==> config.mk <==
export PLATFORM = sky130hd
export DESIGN_NAME = frame_draw_scheduler
export DESIGN_NICKNAME = d
export VERILOG_FILES = /design/src/rtl/frame_draw_scheduler.sv
export SDC_FILE = /design/constraint.sdc
export NUM_CORES = 1
export LEC_CHECK = 0
export ABC_AREA = 1
export CORE_MARGIN = 2
export CORE_UTILIZATION = 50
export CTS_CLUSTER_SIZE = 28
export DETAILED_ROUTE_END_ITERATION = 6
export HOLD_SLACK_MARGIN = 0.08
export PLACE_DENSITY_LB_ADDON = 0.25
export SLEW_MARGIN = 20
export SYNTH_ARGS = -nofsm -noshare
export SYNTH_HDL_FRONTEND = slang
export SYNTH_SLANG_ARGS = --single-unit
==> constraint.sdc <==
create_clock -name clk -period 4.7 [get_ports clk]
set_clock_uncertainty 0.1 [all_clocks]
set_input_delay 0.705 -clock clk [delete_from_list [all_inputs] [get_ports clk]]
set_output_delay 0.705 -clock clk [all_outputs]
set_load 0.03 [all_outputs]
==> src/rtl/frame_draw_scheduler.sv <==
// rtl/frame_draw_scheduler.sv - per-frame painter's-order sequencer for the shared framebuffer write bus
module frame_draw_scheduler #(
    parameter int NUM_SOURCES   = 4,
    parameter int SEL_WIDTH     = 2,
    parameter int START_TIMEOUT = 16
) (
    input  logic                   clk,
    input  logic                   resetN,
    input  logic                   frame_start,
    input  logic [NUM_SOURCES-1:0] source_enable,
    input  logic                   write_active,
    output logic [SEL_WIDTH-1:0]   write_source_sel,
    output logic                   write_awaited,
    output logic                   busy,
    output logic                   frame_done,
    output logic                   frame_overrun,
    output logic [NUM_SOURCES-1:0] timeout_err
);

    localparam int CNT_W = $clog2(START_TIMEOUT) + 1;

    typedef enum logic [2:0] {
        IDLE, SELECT, TRIGGER, WAIT_START, WAIT_END, ADVANCE, DONE
    } state_t;

    state_t                 state;
    logic [NUM_SOURCES-1:0] mask_q;
    logic [NUM_SOURCES-1:0] mask_left;
    logic [SEL_WIDTH-1:0]   idx;
    logic [CNT_W-1:0]       cnt;

    function automatic logic [SEL_WIDTH-1:0] lowest_set(input logic [NUM_SOURCES-1:0] m);
        logic [SEL_WIDTH-1:0] r;
        r = '0;
        for (int i = NUM_SOURCES - 1; i >= 0; i--) begin
            if (m[i]) r = SEL_WIDTH'(i);
        end
        return r;
    endfunction

    always_comb begin
        mask_left      = mask_q;
        mask_left[idx] = 1'b0;
    end

    always_ff @(posedge clk or negedge resetN) begin
        if (!resetN) begin
            state            <= IDLE;
            write_source_sel <= '0;
            write_awaited    <= 1'b0;
            busy             <= 1'b0;
            frame_done       <= 1'b0;
            frame_overrun    <= 1'b0;
            timeout_err      <= '0;
            mask_q           <= '0;
            idx              <= '0;
            cnt              <= '0;
        end else begin
            write_awaited <= 1'b0;
            // Requests outside IDLE (DONE included) are dropped and flagged.
            frame_overrun <= frame_start && (state != IDLE);
            case (state)
                IDLE: begin
                    if (frame_start) begin
                        mask_q <= source_enable;
                        if (source_enable == '0) begin
                            frame_done <= 1'b1;
                            state      <= DONE;
                        end else begin
                            idx   <= lowest_set(source_enable);
                            busy  <= 1'b1;
                            state <= SELECT;
                        end
                    end
                end
                SELECT: begin
                    write_source_sel <= idx;
                    write_awaited    <= 1'b1;
                    state            <= TRIGGER;
                end
                TRIGGER: begin
                    cnt   <= '0;
                    state <= WAIT_START;
                end
                WAIT_START: begin
                    if (write_active) begin
                        state <= WAIT_END;
                    end else if (cnt == CNT_W'(START_TIMEOUT - 1)) begin
                        timeout_err[idx] <= 1'b1;
                        state            <= ADVANCE;
                    end else begin
                        cnt <= cnt + 1'b1;
                    end
                end
                // No timeout here: a full-screen burst is legitimately very long.
                WAIT_END: begin
                    if (!write_active) state <= ADVANCE;
                end
                ADVANCE: begin
                    mask_q <= mask_left;
                    if (mask_left != '0) begin
                        idx   <= lowest_set(mask_left);
                        state <= SELECT;
                    end else begin
                        busy       <= 1'b0;
                        frame_done <= 1'b1;
                        state      <= DONE;
                    end
                end
                DONE: begin
                    frame_done <= 1'b0;
                    state      <= IDLE;
                end
                default: state <= IDLE;
            endcase
        end
    end

endmodule

After elaboration in Yosys (flattened, before gate mapping)
Cells that the tools add are included.
{"block": "totals", "ff_bits": 24, "inputBits": 8, "out_inout_bits": 10, "elab_cells": 84}
{"block": "op_classes", "addsub": 1, "n_lt_le_gt_ge": 2, "eq_ne": 16, "mux": 35, "bitwise_logic": 4, "reduce_logical": 16}
{"op": "2-bit two-way mux", "count": 11}
{"op": "3-bit two-way mux", "count": 6}
{"op": "3-bit case mux with 6 select lines", "count": 1}
{"op": "2-bit inequality test (second input constant)", "count": 8}
{"op": "4-bit AND reduction", "count": 3}
{"op": "5-bit two-way mux", "count": 2}
{"op": "5-bit case mux with 2 select lines", "count": 1}
{"op": "3-bit == test (second input constant)", "count": 3}
{"op": "3-bit AND reduction", "count": 3}
{"op": "1-bit two-way mux", "count": 8}
{"op": "4-bit case mux with 2 select lines", "count": 1}
{"op": "3-bit by 2-bit == test with 1-bit output (second input constant)", "count": 2}
{"op": "3-bit nonzero test", "count": 2}
{"op": "5-bit by 1-bit adder with 5-bit output (second input constant)", "count": 1}
{"op": "5-bit by 4-bit == test with 1-bit output (second input constant)", "count": 1}
{"op": "4-bit AND", "count": 1}
{"op": "4-bit logical NOT", "count": 1}
{"op": "4-bit two-way mux", "count": 1}
{"op": "4-bit inverter", "count": 1}
{"op": "4-bit bitwise OR", "count": 1}
{"op": "2-bit case mux with 2 select lines", "count": 1}
{"op": "2-bit nonzero test", "count": 2}
{"op": "4-bit nonzero test", "count": 1}
{"op": "3-bit by 1-bit == test with 1-bit output (second input constant)", "count": 1}
{"op": "other kinds (10)", "count": 11}

Longest topological paths before layout
{"block": "depth", "ltp_word": 12, "depth_mapped": 10, "ltp_nobuf": 10}

Worst setup path before layout
No wires, ideal clock.
{"block": "synth_path", "kind": "reg-to-reg", "start": "register cnt[0]", "end": "register cnt[3]", "setup_ns": 0.119, "arrival_time_ns": 1.452, "required_time_ns": 4.481, "setup_slack_ns": 3.029, "path_stages_with_launch": 11, "n_path_buf": 0, "period_less_slack_ns": 1.671, "cell_sequence": "dfrtp_1 > ha_1 > nand2_1 > nor2_1 > ha_1 > nor2_1 > nand2_4 > nand2_2 > nand3_1 > nand2_1 > nor2_1"}
{"block": "synth_between", "elab_chain_len": 4, "elab_cells_between_ends": 7, "classes_between": "add/sub: 1; eq/ne: 2; mux: 3; reduce/logical: 1"}
{"item": "start: declaration", "line": "30", "text": "logic [CNT_W-1:0] cnt;"}
{"item": "start signal: assignment", "line": "92", "text": "cnt <= cnt + 1'b1;"}
{"item": "5-bit by 1-bit adder with 5-bit output", "line": "92"}
{"item": "5-bit two-way mux", "line": "88", "text": "end else if (cnt == CNT_W'(START_TIMEOUT - 1)) begin"}
{"item": "5-bit two-way mux", "line": "86", "text": "if (write_active) begin"}
{"item": "5-bit case mux with 2 select lines", "line": "62", "text": "case (state)"}
Parallel ways exist; a longest one is shown, timed or not. The select of a mux whose other input is x is not followed.
A chain may end at the register's enable or synchronous reset.

Worst setup path after layout
{"block": "layout_path", "start": "register frame_done", "end": "output port frame_done"}
{"item": "start: declaration", "line": "15", "text": "output logic frame_done,"}
{"item": "start signal: assignment", "line": "52", "text": "frame_done <= 1'b0;"}
{"item": "start signal: assignment", "line": "67", "text": "frame_done <= 1'b1;"}
{"item": "start signal: assignment", "line": "106", "text": "frame_done <= 1'b1;"}
No word-level cell between the ends.

==> results by stage <==
Outcome:
- The run finished with clean final reports.

Yosys:
- The synthesized design devotes to its leading area cell type 43.6% of total area.
- For this run, asynchronously set or reset flops after synthesis account for 100%.
- The synthesized design contains 0 enable-type register cells.
- In the post-synthesis netlist, the cell with the most instances is sky130_fd_sc_hd__nand2_1.
- Synthesis handed over a netlist of 182 instances.
- The synthesized net count is 192.
- The number of synthesized register bits is 24.
- The most area-hungry cell type in the Yosys netlist is sky130_fd_sc_hd__dfrtp_1.
- Of the synthesized area, sequential elements account for 43.6%.
- The dominant register cell in the synthesized netlist is sky130_fd_sc_hd__dfrtp_1.
- For this run, the number of Yosys warnings is 0.
- The synthesized area per cell is 7.57 µm².
- Sorting the synthesized cells by area gives the leading types as sky130_fd_sc_hd__dfrtp_1, sky130_fd_sc_hd__nand2_1, sky130_fd_sc_hd__nand3_1, sky130_fd_sc_hd__inv_1, sky130_fd_sc_hd__nor2_1.
- The number of library cell types mapped by synthesis is 22.
- The commonest cells after synthesis are sky130_fd_sc_hd__nand2_1, sky130_fd_sc_hd__dfrtp_1, sky130_fd_sc_hd__inv_1.
- In this run the cell area of the synthesized design comes to 0.00138 mm².

Timing:
- The worst-case headroom to the max-slew limit is 64.9%.
- The final critical path takes up 46.2% of the cycle.
- The final critical delay including setup and external delays is 2.17 ns.
- The max-slew violation count is 0.
- The minimum hold slack is 0.238 ns.
- Setup violations remaining at the end of the flow were counted as 0.
- For this run, the top clock speed supported by timing is 460 MHz.
- The number of hold violations in the final report is 0.
- The slew at the pin closest to its max-slew limit is 0.526 ns.
- Setup repair after global routing left no endpoint under its margin.
- The aggregate negative setup slack is 0 ns.

Finish:
- The fraction of final layout cells with drive strength greater than 1 is 12.8%.
- The number of antenna cells inserted is 0.
- From synthesis to final layout, the design area changed by 18.6%.
- The number of nets in the finished design is 214.

Power:
- The peak supply drop is 0.418 mV.
- The static leakage power is 0.848 nW.
- The power density normalized to cell area is 588 mW/mm².

Route:
- For this block, the initial DRC count from the detailed router was 21.
- The total via count in the routed design is 1,173.
- In the routed layout, each cell is associated on average with a via count of 5.01.
- The remaining number of nets flagged by the antenna check after routing is 0.
- The final layout contains routed wiring with a total length of 2710 µm.
- After detailed routing, the number of remaining DRC violations is 0.
- The average wire length per cell after detail routing is 11.6 µm.
- The first-pass detailed-route iteration total is 4.

Global route:
- Entering global routing, the biggest net connects 25 pins.
- The number of global-route vias before repair is 1,164.
- The initial antenna violation count is 0.
- The first global-routing pass estimated 4770 µm of wire.
- The global route total overflow is 0.
- For this run, the total global-route usage over all layers was measured as 18.8%.

Critical path:
- The critical path is of the register to output pin type.
- Data on the critical path arrives at its endpoint at 1.37 ns.
- The highest fanout seen on the critical path is 2.
- The slowest stage of the critical path is the sky130_fd_sc_hd__clkdlybuf4s50_1 cell.
- The type of origin of the critical path is a register.
- The critical path capture point type is an output pin.
- The largest incremental delay on the critical path is 0.67 ns.
- The kind of cell with the highest combined delay along the critical path is buffers and inverters.
- Together, buffers and inverters on the worst path number 1.
- The critical path goes through clkdlybuf4s50_1.
- For the worst setup path, the data required time is 3.89 ns.

Place:
- At the end of routability-driven placement, the weighted congestion stood at 0.915.
- The count of buffers added on input and output ports is 17.
- The HPWL after detailed placement is 2140 µm.

Floorplanning:
- The core region is 0.00269 mm².
- The area of the die is 0.00319 mm².
- Once the floorplan was initialized, standard cells occupied 51.3% of the core.
- The number of placement rows is 19.
- The die height is 56.5 µm.
- The number of ports placed on the die boundary is 18.
- The die outline width is 56.5 µm.

Clocking:
- The TritonCTS clock tree is built.
- CTS built an H-tree with a depth of 1.
- The buffers inserted during post-CTS setup optimization is 0.
- The post-cts sizing count is 0.
- The number of buffers between clock root and the deepest sink is 2.
- Clock latency on the worst-skew pair, taken at its later pin, is 0.31 ns.
- In this run the clock root is driven by a sky130_fd_sc_hd__clkbuf_4.
- The clock-pin transition on the worst setup and hold timing paths is 0.14 ns.
- The count of hold-fix buffers inserted at cts is 0.
- The clock sink count is 24.
- Buffers inserted during clock tree synthesis total 3.

Hold path:
- In this run the worst hold path is classified as primary input to async pin.

Flow run:
- Across the run, the number of max-cap violations was 0.
==> cell families after synthesis <==
family / after synthesis / synth area share, %
AOI/OAI and AO/OA: 23 / 10.2
and+or+nand+nor: 105 / 36.6
DFF: 24 / 43.6
buffers and inverters: 28 / 7.81
adders and majority gates: 2 / 1.82
==> flip-flops by register name, summed over array words and instances, names as in the netlist <==
signal            flops
frame_overrun         1
timeout_err           4
write_source_sel      2
mask_q                4
frame_done            1
state                 3
write_awaited         1
busy                  1
idx                   2
cnt                   5
==> power breakdown <==
group | switching, mW | leakage (nW) | internal [mW] | total [mW]
combinational | 0.304 | 0.512 | 0.168 | 0.473
clock | 0.0660 | 0.0279 | 0.0862 | 0.152
sequential | 0.0606 | 0.307 | 0.275 | 0.336
total | 0.431 | 0.848 | 0.530 | 0.961
==> cell usage in the layout (no fill, tap or decap), drive strengths merged <==
cell / Yosys / layout
a21oi: 6 / 6
a31oi: 2 / 2
buf: 0 / 1
bufinv: 0 / 1
clkbuf: 0 / 3
clkdlybuf4s50: 0 / 16
dfrtp: 24 / 24
ha: 2 / 2
inv: 28 / 28
nand2: 58 / 58
nand3: 22 / 22
nand4: 1 / 1
nor2: 24 / 24
o21ai: 10 / 10
o21bai: 4 / 4
o22ai: 1 / 1
==> final timing paths <==
| check | from | end | slack (ns) | cells past startpoint |
|---|---|---|---|---|
| hold / removal | resetN | write_source_sel[0] | 0.24 | 1 |
| max in group asynchronous | resetN | state[0] | 3.91 | 1 |
| hold reg to reg | timeout_err[2] | timeout_err[2] | 0.39 | 1 |
| setup / recovery | frame_done | frame_done | 2.53 | 1 |
| min in group clk | timeout_err[2] | timeout_err[2] | 0.39 | 1 |
| setup reg to reg | cnt[0] | cnt[3] | 2.87 | 10 |
==> final cells by class <==
type	instances	area, µm²
well taps	31	38.8
flip-flops and latches	24	601
inverters	28	108
fillers	268	1050
multi-input cells	130	669
clock inverters	1	30.0
clock buffers	3	22.5
repair buffers	17	165
==> metal layers <==
| layer | vias up | wire length [µm] | GRT usage [%] | part of all wire (%) |
|---|---|---|---|---|
| met5 | - | 0 | 0 | 0 |
| met4 | 0 | 18 | 6.12 | 0.67 |
| met3 | 2 | 59 | 2.53 | 2.2 |
| met2 | 9 | 1340 | 33.4 | 50 |
| met1 | 540 | 1290 | 23.2 | 48 |
| li1 | 622 | - | - | - |
==> through the flow <==
stage	total power, mW	utilization [%]	instances	instance area [µm²]	setup slack [ns]
floorplan	0.692	-	182	1380	3.03
global placement	0.799	59.1	230	1590	2.56
detailed placement	0.817	59.1	230	1590	2.50
CTS	0.971	61.0	234	1640	2.51
global route	1.05	60.8	234	1630	2.44
finish	0.961	60.8	234	1630	2.53
Power figures use the tool's default switching activity.
